`src/rtl/pll_drp_pkg.sv`:
```
// rtl/pll_drp_pkg.sv - shared types and DRP constants for the PLL reconfiguration sequencer
package pll_drp_pkg;

  typedef enum logic [3:0] {
    S_IDLE,
    S_PRST,
    S_RD,
    S_WRD,
    S_WR,
    S_WWR,
    S_NXT,
    S_REL,
    S_WLK,
    S_FIN
  } state_e;

  localparam int AddrW  = 7;
  localparam int DataW  = 16;
  localparam int EntryW = AddrW + 2 * DataW;

  localparam logic [AddrW-1:0] ClkReg1 = 7'h08;
  localparam logic [AddrW-1:0] ClkReg2 = 7'h09;
  localparam logic [AddrW-1:0] FbReg1  = 7'h14;
  localparam logic [AddrW-1:0] FbReg2  = 7'h15;

endpackage

```
`src/rtl/pll_drp_rom.sv`:
```
// rtl/pll_drp_rom.sv - profile table: (profile, idx) -> {addr, keep mask, set data}
module pll_drp_rom
  import pll_drp_pkg::*;
#(
  parameter int PROF_W = 1,
  parameter int IDX_W  = 2
) (
  input  logic [PROF_W-1:0] profile,
  input  logic [IDX_W-1:0]  idx,
  output logic [EntryW-1:0] entry
);

  logic fast;
  assign fast = (int'(profile) == 1);

  // VCO = 1600 MHz from 100 MHz; CLKOUT0 divides by 64 (25 MHz) or 32 (50 MHz)
  always_comb begin
    entry = '0;
    case (int'(idx))
      0:       entry = {ClkReg1, 16'h1000, fast ? 16'h0410 : 16'h0820};
      1:       entry = {ClkReg2, 16'h8000, 16'h0000};
      2:       entry = {FbReg1,  16'h1000, 16'h0208};
      3:       entry = {FbReg2,  16'h8000, 16'h0000};
      default: entry = '0;
    endcase
  end

endmodule

```
`src/rtl/pll_drp_seq.sv`:
```
// rtl/pll_drp_seq.sv - runtime PLLE2 reconfiguration over DRP, owns PLL and core reset
module pll_drp_seq
  import pll_drp_pkg::*;
#(
  parameter int NUM_PROFILES = 2,
  parameter int NUM_REGS     = 4,
  parameter int DRDY_TIMEOUT = 255,
  parameter int LOCK_TIMEOUT = 65535,
  parameter int PROF_W       = (NUM_PROFILES > 1) ? $clog2(NUM_PROFILES) : 1
) (
  input  logic              i_clk,
  input  logic              i_rst,
  input  logic              i_req,
  input  logic [PROF_W-1:0] i_profile,
  output logic              o_busy,
  output logic              o_done,
  output logic              o_err,
  output logic [6:0]        o_daddr,
  output logic [15:0]       o_di,
  output logic              o_den,
  output logic              o_dwe,
  input  logic [15:0]       i_do,
  input  logic              i_drdy,
  input  logic              i_locked,
  output logic              o_pll_rst,
  output logic              o_rst_core
);

  localparam int IdxW = (NUM_REGS > 1) ? $clog2(NUM_REGS) : 1;
  localparam logic [15:0] DrdyLim = 16'(DRDY_TIMEOUT - 1);
  localparam logic [15:0] LockLim = 16'(LOCK_TIMEOUT - 1);

  state_e            state;
  logic [IdxW-1:0]   idx;
  logic [PROF_W-1:0] prof_q;
  logic              err;
  logic [15:0]       rdat;
  logic [15:0]       cnt;
  logic              lk_meta, lk_s, lk_seen;
  logic [EntryW-1:0] entry;
  logic [6:0]        e_addr;
  logic [15:0]       e_mask, e_data;

  pll_drp_rom #(.PROF_W(PROF_W), .IDX_W(IdxW)) u_rom (
    .profile (prof_q),
    .idx     (idx),
    .entry   (entry)
  );

  assign {e_addr, e_mask, e_data} = entry;

  // cnt saturates by default; every transition below overrides it with 0
  always_ff @(posedge i_clk) begin
    if (i_rst) begin
      state      <= S_IDLE;
      idx        <= '0;
      prof_q     <= '0;
      err        <= 1'b0;
      rdat       <= '0;
      cnt        <= '0;
      lk_meta    <= 1'b0;
      lk_s       <= 1'b0;
      lk_seen    <= 1'b0;
      o_busy     <= 1'b0;
      o_done     <= 1'b0;
      o_err      <= 1'b0;
      o_daddr    <= '0;
      o_di       <= '0;
      o_den      <= 1'b0;
      o_dwe      <= 1'b0;
      o_pll_rst  <= 1'b0;
      o_rst_core <= 1'b1;
    end else begin
      lk_meta    <= i_locked;
      lk_s       <= lk_meta;
      o_rst_core <= o_busy | ~lk_s;
      o_den      <= 1'b0;
      o_dwe      <= 1'b0;
      o_done     <= 1'b0;
      o_err      <= 1'b0;
      if (cnt != 16'hFFFF) cnt <= cnt + 16'd1;
      case (state)
        S_IDLE: if (i_req) begin
          prof_q <= i_profile;
          o_busy <= 1'b1;
          cnt    <= '0;
          if (int'(i_profile) >= NUM_PROFILES) begin
            err   <= 1'b1;
            state <= S_FIN;
          end else begin
            err   <= 1'b0;
            state <= S_PRST;
          end
        end
        S_PRST: begin
          o_pll_rst <= 1'b1;
          idx       <= '0;
          cnt       <= '0;
          state     <= S_RD;
        end
        S_RD: begin
          o_den   <= 1'b1;
          o_daddr <= e_addr;
          cnt     <= '0;
          state   <= S_WRD;
        end
        S_WRD: if (i_drdy) begin
          rdat  <= i_do;
          cnt   <= '0;
          state <= S_WR;
        end else if (cnt >= DrdyLim) begin
          err   <= 1'b1;
          cnt   <= '0;
          state <= S_REL;
        end
        S_WR: begin
          o_den   <= 1'b1;
          o_dwe   <= 1'b1;
          o_daddr <= e_addr;
          o_di    <= (rdat & e_mask) | e_data;
          cnt     <= '0;
          state   <= S_WWR;
        end
        S_WWR: if (i_drdy) begin
          cnt   <= '0;
          state <= S_NXT;
        end else if (cnt >= DrdyLim) begin
          err   <= 1'b1;
          cnt   <= '0;
          state <= S_REL;
        end
        S_NXT: begin
          cnt <= '0;
          if (idx == IdxW'(NUM_REGS - 1)) begin
            state <= S_REL;
          end else begin
            idx   <= idx + 1'b1;
            state <= S_RD;
          end
        end
        S_REL: begin
          o_pll_rst <= 1'b0;
          lk_seen   <= 1'b0;
          cnt       <= '0;
          state     <= S_WLK;
        end
        S_WLK: begin
          lk_seen <= lk_s;
          if (lk_s && lk_seen) begin
            cnt   <= '0;
            state <= S_FIN;
          end else if (cnt >= LockLim) begin
            err   <= 1'b1;
            cnt   <= '0;
            state <= S_FIN;
          end
        end
        S_FIN: begin
          o_done <= 1'b1;
          o_err  <= err;
          o_busy <= 1'b0;
          cnt    <= '0;
          state  <= S_IDLE;
        end
        default: state <= S_IDLE;
      endcase
    end
  end

endmodule
```
`config.mk`:
```
export PLATFORM = sky130hd
export DESIGN_NAME = pll_drp_seq
export DESIGN_NICKNAME = d
export VERILOG_FILES = /design/src/rtl/pll_drp_pkg.sv /design/src/rtl/pll_drp_rom.sv /design/src/rtl/pll_drp_seq.sv
export SDC_FILE = /design/constraint.sdc
export NUM_CORES = 1
export LEC_CHECK = 0
export ABC_AREA = 1
export CORE_MARGIN = 4
export CORE_UTILIZATION = 30
export DETAILED_ROUTE_END_ITERATION = 8
export GPL_TIMING_DRIVEN = 0
export SYNTH_ARGS = -nofsm -noshare
export SYNTH_HDL_FRONTEND = slang
export SYNTH_HIERARCHICAL = 1
export SYNTH_SLANG_ARGS = --single-unit
```
`constraint.sdc`:
```
create_clock -name i_clk -period 1.5 [get_ports i_clk]
set_input_delay 0.225 -clock i_clk [delete_from_list [all_inputs] [get_ports i_clk]]
set_output_delay 0.225 -clock i_clk [all_outputs]
set_load 0.02 [all_outputs]
```
# After elaboration in Yosys (flattened, before gate mapping)
# Index checks and enable logic that the tools add are counted.
# Widths: inputs -> output; s select.
# word_totals
register_bits	73
in_bits	22
word_cells	97
# classes
addsub	2
order_cmp	2
n_reduce_logical	18
bitwise	5
mux	32
eq_ne	20
# ops
op	n
$pmux 39 s4	1
$mux 16	6
$pmux 16 s4	1
$pmux 4 s9	1
$mux 4	6
$add 16x1->16 const B	1
$and 16x16->16	1
$eq 4x3->1 const B	4
$ge 16x16->1 const B	1
$ge 16x8->1 const B	1
$ne 16x16->1 const B	1
$or 16x16->16	1
$mux 12	1
$ne 2x2->1 const B	5
$reduce_and 2->1	5
$mux 1	9
$eq 4x2->1 const B	2
$eq 4x4->1 const B	2
$reduce_bool 2->1	4
$pmux 1 s2	3
$reduce_and 6->1	1
$reduce_or 2->1	3
$reduce_or 6->1	1
$eq 2x2->1 const B	2
15 further kinds	16

# Longest topological paths before layout
# Gate-level depths: netlist (run 1).
# logic_depth
ltp_word	5
depth_mapped	10

# By module
# Netlist (run 1), hierarchy kept.
# by_module_without_submodules
mod	cells_each	area_each_um2	n_inst
pll_drp_seq	424	3155.5	1
pll_drp_rom	42	280.3	1

# Least setup slack after synthesis (run 1)
# OpenSTA, ideal clock, no wires.
# synth_path
kind	register to register
start	reg cnt[0]
end	reg cnt[7]
period_less_slack_ns	1.436
n_path_buf	0
t_arrival_ns	1.324
path_slack_ns	0.064
stages_incl_launch_ff	10
cell_sequence	dfxtp_1 ha_1 nand3_1 inv_1 nand2_1 nor2_2 nor2_1 xor2_1 nand2_1 nor2_2
# synth_via
elab_chain_len	5
word_cells_on_any_way	11
classes_between	add/sub: 1; order compare: 2; eq/ne: 1; mux: 7
# synth_rtl
item	line_no	source
start, declared	pll_drp_seq.sv:38	logic [15:0] cnt;
start signal, assigned	pll_drp_seq.sv:81	if (cnt != 16'hFFFF) cnt <= cnt + 16'd1;
$add 16x1->16 or $ne 16x16->1 (tied branches)	pll_drp_seq.sv:81	
$mux 16	pll_drp_seq.sv:81	
$mux 16, on equally long branches	pll_drp_seq.sv:152, pll_drp_seq.sv:111, pll_drp_seq.sv:127	
$mux 16, on equally long branches	pll_drp_seq.sv:149, pll_drp_seq.sv:124	
$pmux 16 s4 *	pll_drp_seq.sv:82	case (state)
# Mark *: on every way between the ends. The rest lies on a longest branch, timed or not.
# A chain may end at the register's enable or synchronous reset.

# Worst setup path after layout (run 1)
# layout_path
start	reg cnt[13]
end	reg cnt[0]
# layout_via
elab_chain_len	5
word_cells_on_any_way	10
classes_between	order compare: 2; eq/ne: 1; mux: 7
# layout_rtl
item	line_no
parallel branches: the longest is 4 deep, another holds $ge 16x16->1	--
$pmux 16 s4 *	pll_drp_seq.sv:82
# Mark *: on every way between the ends.

==> results of run 1 <==
## repair_timing
action                                  in CTS  in global routing
resized for setup                           66                 72
endpoints found under the setup margin      75                 60
buffers inserted                            19                 10
cloned                                       1                  1
pin swaps                                    7                 20
## cell usage in the layout (no fill, tap or decap), types with 2 or more instances in the layout
master / n
nand4_1: 4
inv_4: 3
nor3_1: 2
nor2_4: 12
o21ai_0: 46
buf_6: 3
ha_4: 2
conb_1: 27
a31oi_1: 2
nor3b_1: 2
clkdlybuf4s50_1: 22
clkbuf_2: 5
clkinv_4: 2
xor2_1: 4
dfxtp_2: 11
dlymetal6s2s_1: 5
a21oi_1: 56
inv_1: 40
dfxtp_1: 53
nor2_2: 17
nand3_1: 16
nand2_1: 50
inv_2: 6
nand2_2: 12
dlygate4sd2_1: 24
buf_2: 3
nor2_1: 45
o211ai_1: 7
o21ai_1: 3
nand3_2: 2
clkbuf_1: 4
clkbuf_16: 9
bufinv_16: 5
dfxtp_4: 9
buf_4: 59
nand2_4: 4
## kinds of logic (layout without fill, tap and decap cells)
family                   Yosys count  count (layout)  synth area share [%]
AND/OR/NAND/NOR                  169             169                  22.2
flip-flops                        73              73                  42.5
XOR/XNOR                           4               4                  1.02
other                              1              27                 0.109
adder cells (fa/ha/maj)            3               3                  1.09
buffers and inverters             98             195                  14.6
AO/OA/AOI/OAI                    118             118                  18.4
## stage by stage
| step | TNS (ps) | hold slack [ps] | instances |
|---|---|---|---|
| 3_5_place_dp | -18510 | 398 | 683 |
| 2_1_floorplan | 0 | 294 | 492 |
| 5_1_grt | -1410 | 405 | 729 |
| 4_1_cts | 0 | 396 | 719 |
| 6_report | -6.74 | 401 | 729 |
| 3_3_place_gp | -17670 | 396 | 683 |
## cell type report
class	instances	area share, %
Buffer	48	6.55
Timing Repair Buffer	80	14.5
Clock inverter	7	3.27
Tap cell	140	3.45
Clock buffer	9	4.43
Multi-Input combinational cell	321	34.1
Inverter	50	3.94
Timing Repair inverter	1	0.0985
Sequential cell	73	29.7
## layer usage
metal / wire length, um / global-route usage [%]
met1: 4000 / 16.9
met2: 4620 / 22.8
met3: 438 / 4.00
met4: 182 / 7.36
met5: 0 / 0
## worst min-delay path: stages (launching register included)
cell and delay (ps):
dfxtp_1 290, inv_1 40, nor2_1 30
## state kept, by name, indices dropped and copies added (netlist names), 2 cells and up
signal and count:
o_daddr 7, cnt 16, o_di 16, state 4, rdat 16, idx 2
## power groups by stage
stage	Clock (uW)	Combinational (uW)	Sequential, uW
floorplan	0	751	2380
global placement	0	1260	2280
detailed placement	0	1280	2290
CTS	2880	1390	2250
finish	2840	1430	2260
global route	2980	1560	2280
## Yosys cell counts (all sizes together)
| cell | count |
|---|---|
| nor2 | 74 |
| dfxtp | 73 |
| nand2 | 66 |
| a21oi | 57 |
| inv | 50 |
| o21ai | 50 |
| buf | 36 |
| nand3 | 19 |
| clkbuf | 12 |
| o211ai | 7 |
| nand4 | 4 |
| xor2 | 4 |
| ha | 3 |
| nor3 | 3 |
| a31oi | 2 |
| nor3b | 2 |
| conb | 1 |
| o211a | 1 |
| o21bai | 1 |
| or2 | 1 |
## path summary, 6_finish.rpt
check                           depth (start not counted)     end     from  slack [ps]
worst min-delay path                                    2    lk_s  lk_meta         400
worst max-delay path                                    9  cnt[0]  cnt[13]          -7
worst max register to register                          9  cnt[0]  cnt[13]          -7
worst min register to register                          2    lk_s  lk_meta         400
==> results.py, run 1 <==
metrics = {
    "timing": {
        "grt_setup_unrepaired": "true",
        "fin_skew_ps": 8.21,
        "final-hold-violation-count": 0,
        "fmax_ghz": 0.664,
        "period_share_pct": 100,
        "setup_viol": 1,
        "period_needed_ps": 1510,
        "drv_slew": 0,
        "finalWorstSetupSlack_ps": -6.74,
    },
    "finish": {
        "layout.area.seq_um2": 1510,
        "final_nets": 609,
        "areaGrowthSynthToFinish_pct": 47.9,
        "stdcell_area_um2": 5080,
        "final_util_pct": 46.1,
        "multiInputGateArea_um2": 1730,
        "n_antenna_cell": 0,
        "fill_cells": 1100,
        "layout-drive-gt1-share_pct": 29.5,
    },
    "routing": {
        "remaining_drc_errors": 0,
        "dr.first_iter.drc_count": 114,
        "viasPerCell": 4.51,
        "drt_first_pass_iters": 4,
        "drt-wirelength-per-cell_um": 12.7,
        "postRouteAntennaNets": 0,
        "routed_wl_um": 9240,
        "vias": 3286,
    },
    "floorplanning": {
        "core.rowCount": 38,
        "core_area_um2": 11000,
        "die_w_um": 115,
        "num_io_pins": 52,
        "dieArea_um2": 13200,
        "die_y_um": 115,
        "start_util_pct": 31.1,
    },
    "power_and_ir_drop": {
        "p_per_area_nw_per_um2": 1280,
        "p_int_uw": 4720,
        "peakVddDrop_v": 0.000667,
        "power.switching_uw": 1800,
        "pwr-share-clk_pct": 43.5,
        "combPwrFrac_pct": 21.9,
        "seqPwrFrac_pct": 34.6,
        "swShare_pct": 27.5,
        "leakage_uw": 0.00230,
        "p_total_uw": 6520,
    },
    "logic_synthesis": {
        "synth.area.top_cells": "dfxtp_1, a21oi_1, o21ai_0, buf_4, nand2_1",
        "synthDominantCellAreaShare_pct": 42.5,
        "syn-instance-count": 466,
        "synth-seq-cells": 73,
        "syn_avg_cell_area_um2": 7.37,
        "seq_area_frac_synth_pct": 42.5,
        "netlist_area_um2": 3440,
        "netlist.top_cell.by_area": "dfxtp_1",
        "yosys_warnings": 6,
        "ys_types": 29,
    },
    "critical_path": {
        "critical-path-top-delay-family": "simple AND/OR/NAND/NOR gates",
        "slowest_stage": "dfxtp_2",
        "crit_type": "flip-flop to flip-flop",
        "cp.arrival_ps": 1790,
        "crit_path_cell_trace": "nand2_2 -> nor2_4 -> nand2_4 -> buf_6 -> nor2_4 -> clkinv_4 -> a21oi_1 -> o21ai_1 -> nor2_2",
        "crit_fanout": 5,
        "cp_data_required_time_ps": 1780,
        "end_kind": "flip-flop",
        "cp.buffers_inverters": 2,
        "startpoint_type": "flip-flop",
        "slowest_delay_ps": 360,
        "crit_top_cell": "nor2_4",
    },
    "run_status": {
        "status": "finished, violations left",
        "failed_checks": "negative setup slack",
    },
    "clock_network": {
        "clk_latency_ps": 340,
        "htree_levels": 3,
        "clockRootBuffer": "clkbuf_16",
        "cts_buffers": 9,
        "clockBufferDepth": 2,
        "cts_tree": "yes",
        "clock-sinks": 73,
        "path_clk_slew_ps": 60,
        "cts_hold_buffers": 0,
    },
    "worst_hold_path": {
        "hold_path.class": "flip-flop to flip-flop",
    },
    "global_routing": {
        "grt_max_degree": 14,
        "grt_use_total_pct": 14.0,
        "grt.overflow.total": 0,
        "grt_antenna_before_repair": 0,
        "grt_pass1_vias": 3123,
        "grt_pass1_wl_um": 14500,
    },
    "place": {
        "io_buffers": 51,
        "place_congestion": 0.890,
        "pre_cts_ws_ps": -702,
        "place_hpwl_um": 6110,
        "dpl_cell_area_um2": 4220,
    },
    "flow_run": {
        "maxCapViolCount": 0,
    },
}
No activity file was read; power rests on OpenSTA's default activity.
==> run 2: changes to the inputs <==
==> constraint.sdc (replaced) <==
create_clock -name i_clk -period 1.9 [get_ports i_clk]
set_input_delay 0.285 -clock i_clk [delete_from_list [all_inputs] [get_ports i_clk]]
set_output_delay 0.285 -clock i_clk [all_outputs]
set_load 0.02 [all_outputs]
==> results.py, run 2 (synthesis gave the netlist of run 1 again) <==
metrics = {
    "finish": {
        "fill_cells": 1142,
        "stdcell_area_um2": 4610,
        "n_antenna_cell": 0,
        "final_nets": 579,
        "areaGrowthSynthToFinish_pct": 34.3,
        "final_cell_mix": "dfxtp_1, nand2_1, nor2_1",
        "largestRegisters": "cnt (16), o_di (16), rdat (16)",
        "layout.area.seq_um2": 1460,
        "final_util_pct": 41.8,
        "final_common_cell": "dfxtp_1",
        "multiInputGateArea_um2": 1570,
        "layout-drive-gt1-share_pct": 15.2,
    },
    "critical_path": {
        "crit_fanout": 10,
        "end_kind": "flip-flop",
        "crit_type": "input pin to flip-flop",
        "r2r-end": "cnt[11]",
        "cp.arrival_ps": 1990,
        "reg2reg_depth": 10,
        "cp_data_required_time_ps": 2170,
        "reg2reg_from": "cnt[4]",
        "worstSetupStartpoint": "i_rst",
        "endpoint": "o_daddr[2]",
        "startpoint_type": "input pin",
        "r2r_slack_ps": 220,
    },
    "global_routing": {
        "grt_max_degree": 14,
        "grt_pass1_vias": 3017,
        "grt_use_total_pct": 13.5,
        "grt.overflow.total": 0,
        "grt_antenna_before_repair": 0,
        "grt_pass1_wl_um": 14000,
    },
    "timing": {
        "period_needed_ps": 1720,
        "final-hold-violation-count": 0,
        "grt_setup_unrepaired": "false",
        "fmax_ghz": 0.581,
        "fin_skew_ps": 6.46,
        "setup_viol": 0,
        "holdWs_ps": 402,
        "worst_slew_pin_slew_ps": 541,
        "drv_slew": 0,
        "period_share_pct": 90.7,
        "maxSlewHeadroom_pct": 63.9,
    },
    "routing": {
        "drt_first_pass_iters": 4,
        "remaining_drc_errors": 0,
        "routed_wl_um": 8290,
        "postRouteAntennaNets": 0,
        "drt-wirelength-per-cell_um": 11.9,
        "viasPerCell": 4.39,
        "dr.first_iter.drc_count": 97,
        "vias": 3066,
    },
    "place": {
        "place_congestion": 0.890,
        "io_buffers": 51,
        "dpl_cell_area_um2": 4220,
        "place_hpwl_um": 6110,
    },
    "clock_network": {
        "clockRootBuffer": "clkbuf_16",
        "cts_hold_buffers": 0,
        "clock-sinks": 73,
        "clk_latency_ps": 340,
        "path_clk_slew_ps": 60,
        "cts_tree": "yes",
        "htree_levels": 3,
        "cts_buffers": 9,
        "clockBufferDepth": 2,
    },
    "power_and_ir_drop": {
        "p_int_uw": 3670,
        "p_per_area_nw_per_um2": 1090,
        "seqPwrFrac_pct": 35.4,
        "p_total_uw": 5010,
        "swShare_pct": 26.7,
        "pwr-share-clk_pct": 44.4,
        "leakage_uw": 0.00187,
        "power.switching_uw": 1340,
        "combPwrFrac_pct": 20.1,
        "peakVddDrop_v": 0.000525,
    },
    "floorplanning": {
        "core.rowCount": 38,
        "core_area_um2": 11000,
        "dieArea_um2": 13200,
        "die_y_um": 115,
        "die_w_um": 115,
        "start_util_pct": 31.1,
        "num_io_pins": 52,
    },
    "worst_hold_path": {
        "hold_path.class": "flip-flop to flip-flop",
    },
    "flow_run": {
        "maxCapViolCount": 0,
    },
    "run_status": {
        "status": "complete, no violations",
    },
}
[run 2: repair_timing]
action                                  in CTS  in global routing
endpoints found under the setup margin       1                  1
gates resized for setup                      1                  1
buffers inserted                             0                  0
[run 2: stage by stage]
step,cells,setup TNS (ps),setup WS (ps)
final,699,0,177
after global routing,699,0,24.1
after CTS,699,0,182
after detailed placement,683,-3010,-362
after global placement,683,-2850,-336
after floorplan,492,0,464
[run 2: area by class of cell]
| type | count | share of cell area (%) |
|---|---|---|
| buffer | 48 | 6.86 |
| multi-input combinational | 321 | 34.0 |
| tap | 140 | 3.80 |
| clock inverter | 7 | 3.61 |
| inverter | 50 | 4.07 |
| timing repair buffer | 51 | 11.1 |
| clock buffer | 9 | 4.88 |
| sequential | 73 | 31.7 |
[run 2: power groups by stage]
stage / Sequential, uW / Clock [uW] / Combinational (uW)
6_report: 1780 / 2230 / 1010
2_1_floorplan: 1880 / 0 / 593
5_1_grt: 1790 / 2360 / 1110
3_3_place_gp: 1800 / 0 / 998
4_1_cts: 1780 / 2280 / 1020
3_5_place_dp: 1810 / 0 / 1010
[run 2: worst max-delay path, cell delays in order]
cell and delay [ps]:
clkdlybuf4s50_1 560, inv_1 190, clkbuf_1 390, clkbuf_2 340
o21ai_0 140, nor2_1 100
[run 2: worst min path at each step]
stage            start  endpoint  slack [ps]  cells past startpoint
2_1_floorplan    i_rst  state[1]         350                      1
6_report       lk_meta      lk_s         400                      2
4_1_cts        lk_meta      lk_s         410                      2
3_3_place_gp   lk_meta      lk_s         400                      2
5_1_grt        lk_meta      lk_s         430                      2
3_5_place_dp   lk_meta      lk_s         400                      2
[run 2: metal layers]
metal  vias up  GRT usage, %  part of all wire [%]
li1       1633             -                     -
met1      1346          16.6                    46
met2        74          21.4                    46
met3        13          3.95                   5.3
met5         -             0                     0
met4         0          7.28                   2.3
==> run 3: changes to the inputs <==
--- a/config.mk
+++ b/config.mk
@@ -10,7 +10,7 @@
 export CORE_UTILIZATION = 30
 export DETAILED_ROUTE_END_ITERATION = 8
 export GPL_TIMING_DRIVEN = 0
+export SETUP_SLACK_MARGIN = 0.2
 export SYNTH_ARGS = -nofsm -noshare
 export SYNTH_HDL_FRONTEND = slang
-export SYNTH_HIERARCHICAL = 1
 export SYNTH_SLANG_ARGS = --single-unit
==> results.py, run 3 <==
metrics = {
    "run_status": {
        "status": "complete, no violations",
    },
    "power_and_ir_drop": {
        "leakage_uw": 0.00126,
        "p_per_area_nw_per_um2": 826,
        "p_total_uw": 2410,
        "peakVddDrop_v": 0.000320,
    },
    "logic_synthesis": {
        "yosys_warnings": 0,
        "synth_edf_count": 0,
        "netlist_area_um2": 2320,
        "synth-seq-cells": 44,
        "synthDominantCellAreaShare_pct": 38.0,
        "syn-instance-count": 329,
        "seq_area_frac_synth_pct": 38.0,
        "syn_avg_cell_area_um2": 7.05,
        "synth_flop_cell": "dfxtp_1",
        "ys_types": 28,
        "synthArstFlopShare_pct": 0,
        "synth.area.top_cells": "dfxtp_1, nor2_1, nand2_1, inv_1, nand3_1",
        "post-synth-top-count-cell": "nor2_1",
        "netlist.top_cell.by_area": "dfxtp_1",
        "synth_common_cells": "nor2_1, nand2_1, dfxtp_1, inv_1, nand3_1",
    },
    "critical_path": {
        "cp.buffers_inverters": 3,
        "crit_type": "flip-flop to flip-flop",
        "cp.arrival_ps": 1770,
        "slowest_stage": "dfxtp_1",
        "r2r_slack_ps": 310,
        "crit_fanout": 10,
        "end_kind": "flip-flop",
        "slowest_delay_ps": 380,
        "startpoint_type": "flip-flop",
        "cp_data_required_time_ps": 2090,
        "critical-path-top-delay-family": "simple AND/OR/NAND/NOR gates",
        "crit_path_cell_trace": "nand2_1 -> inv_1 -> nand2_1 -> nor2_4 -> nand2_2 -> nand3_2 -> nand2_2 -> inv_2 -> nand3_4 -> nand2_4 -> buf_12 -> nor2_2",
    },
    "floorplanning": {
        "die_y_um": 96.0,
        "core.rowCount": 31,
        "dieArea_um2": 9210,
        "core_area_um2": 7370,
        "start_util_pct": 31.5,
        "die_w_um": 96.0,
        "num_io_pins": 52,
    },
    "timing": {
        "fmax_ghz": 0.631,
        "worst_slew_pin_slew_ps": 556,
        "tns_ps": 0,
        "setup_viol": 0,
        "period_share_pct": 83.4,
        "final-hold-violation-count": 0,
        "fin_skew_ps": 9.92,
        "grt_setup_unrepaired": "false",
        "maxSlewHeadroom_pct": 63.0,
        "drv_slew": 0,
        "period_needed_ps": 1590,
    },
    "place": {
        "place_hpwl_um": 4000,
        "io_buffers": 26,
        "place_congestion": 0.906,
    },
    "flow_run": {
        "maxCapViolCount": 0,
    },
    "global_routing": {
        "grt_max_degree": 14,
        "grt_use_total_pct": 12.1,
        "grt.overflow.total": 0,
        "grt_pass1_vias": 1946,
        "grt_pass1_wl_um": 8630,
        "grt_antenna_before_repair": 0,
    },
    "finish": {
        "largest_reg_flops": 16,
        "final_cell_mix": "nand2_1, nor2_1, inv_1",
        "top_register": "cnt",
        "final_common_cell": "nand2_1",
        "areaGrowthSynthToFinish_pct": 25.8,
        "n_antenna_cell": 0,
        "layout-drive-gt1-share_pct": 19.5,
        "largestRegisters": "cnt (16), o_di (5), state (4)",
        "final_nets": 401,
    },
    "clock_network": {
        "clk_latency_ps": 300,
        "clockBufferDepth": 2,
        "cts_buffers": 5,
        "cts_tree": "yes",
        "clockRootBuffer": "clkbuf_8",
        "path_clk_slew_ps": 80,
        "clock-sinks": 44,
        "htree_levels": 2,
    },
    "routing": {
        "drt_first_pass_iters": 5,
        "postRouteAntennaNets": 0,
        "drt-wirelength-per-cell_um": 10.9,
        "remaining_drc_errors": 0,
        "dr.first_iter.drc_count": 79,
        "viasPerCell": 4.28,
        "vias": 2024,
        "routed_wl_um": 5140,
    },
    "worst_hold_path": {
        "hold_path.class": "flip-flop to flip-flop",
    },
}
-- run 3: worst paths after layout --
check / start / endpoint / cells past startpoint
hold reg to reg: lk_meta / lk_s / 2
setup reg to reg: cnt[14] / cnt[12] / 12
hold / removal: lk_meta / lk_s / 2
setup / recovery: cnt[14] / cnt[12] / 12
-- run 3: power by group --
| group | leakage [uW] | internal (uW) | switching, uW |
|---|---|---|---|
| clock network | 0.0000645 | 464 | 323 |
| logic | 0.000838 | 229 | 347 |
| registers | 0.000361 | 995 | 56.3 |
-- run 3: logic make-up (layout without fill, tap and decap cells) --
logic type	Yosys count	count (layout)	synth area share, %
AND/OR/NAND/NOR	171	171	34.9
buffers and inverters	65	100	13.6
flip-flops	44	44	38.0
AO/OA/AOI/OAI	38	38	8.63
adder cells (fa/ha/maj)	6	6	3.23
XOR/XNOR	4	4	1.51
other	1	11	0.162
-- run 3: per-layer routing --
metal	wire length, um	global-route usage (%)
met3	261	3.05
met2	2420	19.4
met4	48	5.21
met5	0	0
met1	2400	15.3
-- run 3: area by class of cell --
type / instances / area [um2]
Multi-Input combinational cell: 230 / 1180
Fill cell: 791 / 4450
Buffer: 19 / 144
Sequential cell: 44 / 892
Inverter: 46 / 173
Tap cell: 99 / 124
Clock inverter: 1 / 30.0
Timing Repair Buffer: 27 / 278
Clock buffer: 7 / 96.3
-- run 3: worst reg2reg max path, delay by kind of cell, from the launching register on --
kind	cells	cell delay [ps]
AND/OR/NAND/NOR	9	780
flip-flops	1	380
buffers and inverters	3	310
-- run 3: timing repair --
action                     4_1_cts  5_1_grt
setup endpoints to repair        2       21
gates resized for setup          1       19
pin swaps                        0        2
buffers inserted                 0        1
hold buffers                     0        0
-- run 3: stage by stage --
step | utilization (%) | worst slack, ps | hold slack [ps] | cells | area (um2)
floorplan | - | 471 | 388 | 339 | 2360
global placement | 37.2 | 201 | 393 | 464 | 2740
detailed placement | 37.2 | 194 | 397 | 464 | 2740
CTS | 39.0 | 194 | 409 | 472 | 2870
global route | 39.6 | 192 | 432 | 473 | 2920
finish | 39.6 | 315 | 408 | 473 | 2920
==> patch: new RTL, settings of run 3 <==
`DRDY_TIMEOUT`: 255 -> 127.
--- a/src/rtl/pll_drp_seq.sv
+++ b/src/rtl/pll_drp_seq.sv
@@ -6,3 +6,3 @@
   parameter int NUM_REGS     = 4,
-  parameter int DRDY_TIMEOUT = 255,
+  parameter int DRDY_TIMEOUT = 127,
   parameter int LOCK_TIMEOUT = 65535,
Function: same outputs for any inputs over 10 cycles, from zero or initial values and one cycle with i_rst high; that may be too few to reach the edited logic, so the function may still have changed.
==> patch against run 3 <==
  * Worst setup slack lost 0.044 ns
  * Final area is the same
  * Clock power shrank 9.0%
  * Area after synthesis grew 1.0%
  * Sequential cell count is the same
  * Wire length grew 4.6%
  * Worst hold slack is essentially flat
  * Combinational power grew 17%
  * Total power grew 1.4%
  * Critical endpoint is now o_daddr[4]
==> patch: results (changes against run 3) <==
| Quantity | This run | Unit | Delta |
| --- | --- | --- | --- |
| Status | complete, no violations | - |  |
| Fraction of layout instances using a drive strength above 1 | 16.1 | % | -3.4 points |
| Multi-input gate share of total cell area | 41.0 | % | +0.47 points |
| Clock network power | 716 | uW | -9.0% |
| Cell class contributing the biggest share of worst-path delay | buffers and inverters | - |  |
| Cell types occupying the most area after synthesis | sky130_fd_sc_hd__dfxtp_1 38%, sky130_fd_sc_hd__nand2_1 11%, sky130_fd_sc_hd__nor2_1 7.0% | - |  |
| Clk_buf instances | 6 | - | -1 |
| Met2 wire length | 2550 | um | +5.2% |
| Worst relative slew slack | 61.3 | % | -1.7 points |
| Setup slack after placement | -0.189 | ns | -0.383 ns |
| Final period util | 85.7 | % | +2.3 points |
| Detailed-route wire length per cell | 11.1 | um | +2.2% |
| ClkCell Share | 3.68 | % | -0.64 points |
| Compound-gate portion of the synthesized area | 9.18 | % | +0.55 points |
| Data arrival at the endpoint of the critical path | 1.34 | ns | -0.43 ns |
| Number of violations reported at the end of detailed-routing iteration 0 | 91 | - | +15% |
| Number of unique standard cell types used by synthesis | 29 | - | +3.6% |
| Aggregate global-route resource usage | 12.5 | % | +0.45 points |
| Critical Path Stages | 2 | - | -10 |
| Gate power share | 27.4 | % | +3.6 points |
| Worst setup path startpoint | o_daddr[2] | - |  |
| Global routing met2 resource utilization | 21.2 | % | +1.8 points |
| Number of combinational gates with multiple inputs | 240 | - | +4.3% |
| 1st-pass router iterations | 4 | - | -1 |
| Max stage delay cell, worst path | sky130_fd_sc_hd__clkdlybuf4s50_1 | - |  |
| Lkg Pwr | 0.00128 | uW | +1.2% |
| Worst r2r src | cnt[0] | - |  |
| Xor and xnor fraction of the mapped netlist area | 1.87 | % | +0.36 points |
| Adder-cell share of the synthesized area | 3.20 | % | -0.033 points |
| Critical path capture point | o_daddr[4] | - |  |
| Average size of a mapped cell | 6.90 | sq um | -2.2% |
| Worst ir drop on vdd | 0.500 | mV | +56% |
| Logic depth of the worst register-to-register path | 10 | - | -2 |
| Met1 Usage GRT | 15.7 | % | +0.40 points |
| Number of filler instances in the final layout | 740 | - | -6.4% |
| Non-filler cells in the finished layout | 484 | - | +2.3% |
| Non-clock buffer total of the final layout | 47 | - | +2.2% |
| Gpl congestion | 0.854 | - | -5.8% |
| Setup skew after layout | 0.00598 | ns | -0.00395 ns |
| Wire length the detailed router placed on met1 | 2480 | um | +3.3% |
| Post-detailed-route via-to-cell ratio | 4.47 | - | +4.5% |
| First-pass GRT wire length | 9120 | um | +5.7% |
| Largest fanout on the critical path | 3 | - | -7 |
| Signal buf overhead | 14.7 | % | +0.21 points |
| Number of global-route vias before repair | 1980 | - | +1.7% |
| Instance area after placement | 0.00277 | sq mm | +0.87% |
## patch: changes by cell type after synthesis, moves of 3 or more
cell                      before  now
sky130_fd_sc_hd__nor2_1       54   44
sky130_fd_sc_hd__nand2_1      53   68
sky130_fd_sc_hd__nor3_1        7   11
sky130_fd_sc_hd__nand3_2       4    1
sky130_fd_sc_hd__nor2_2       12    6
sky130_fd_sc_hd__a21oi_1      14   19
sky130_fd_sc_hd__nor3_2        0    5
## patch: worst min-delay path by stage
stage	start	endpoint	slack, ns	cells past startpoint
after detailed placement	lk_meta	lk_s	0.40	2
after global placement	lk_meta	lk_s	0.39	2
final	lk_meta	lk_s	0.41	2
after CTS	lk_meta	lk_s	0.41	2
after floorplan	i_rst	o_dwe	0.37	1
after global routing	lk_meta	lk_s	0.44	2
## patch: timing repair
item / in CTS / in global routing
pin swaps: 0 / 1
setup endpoints to repair: 11 / 17
cloned: 0 / 0
resized for setup: 3 / 11
buffers inserted: 0 / 1
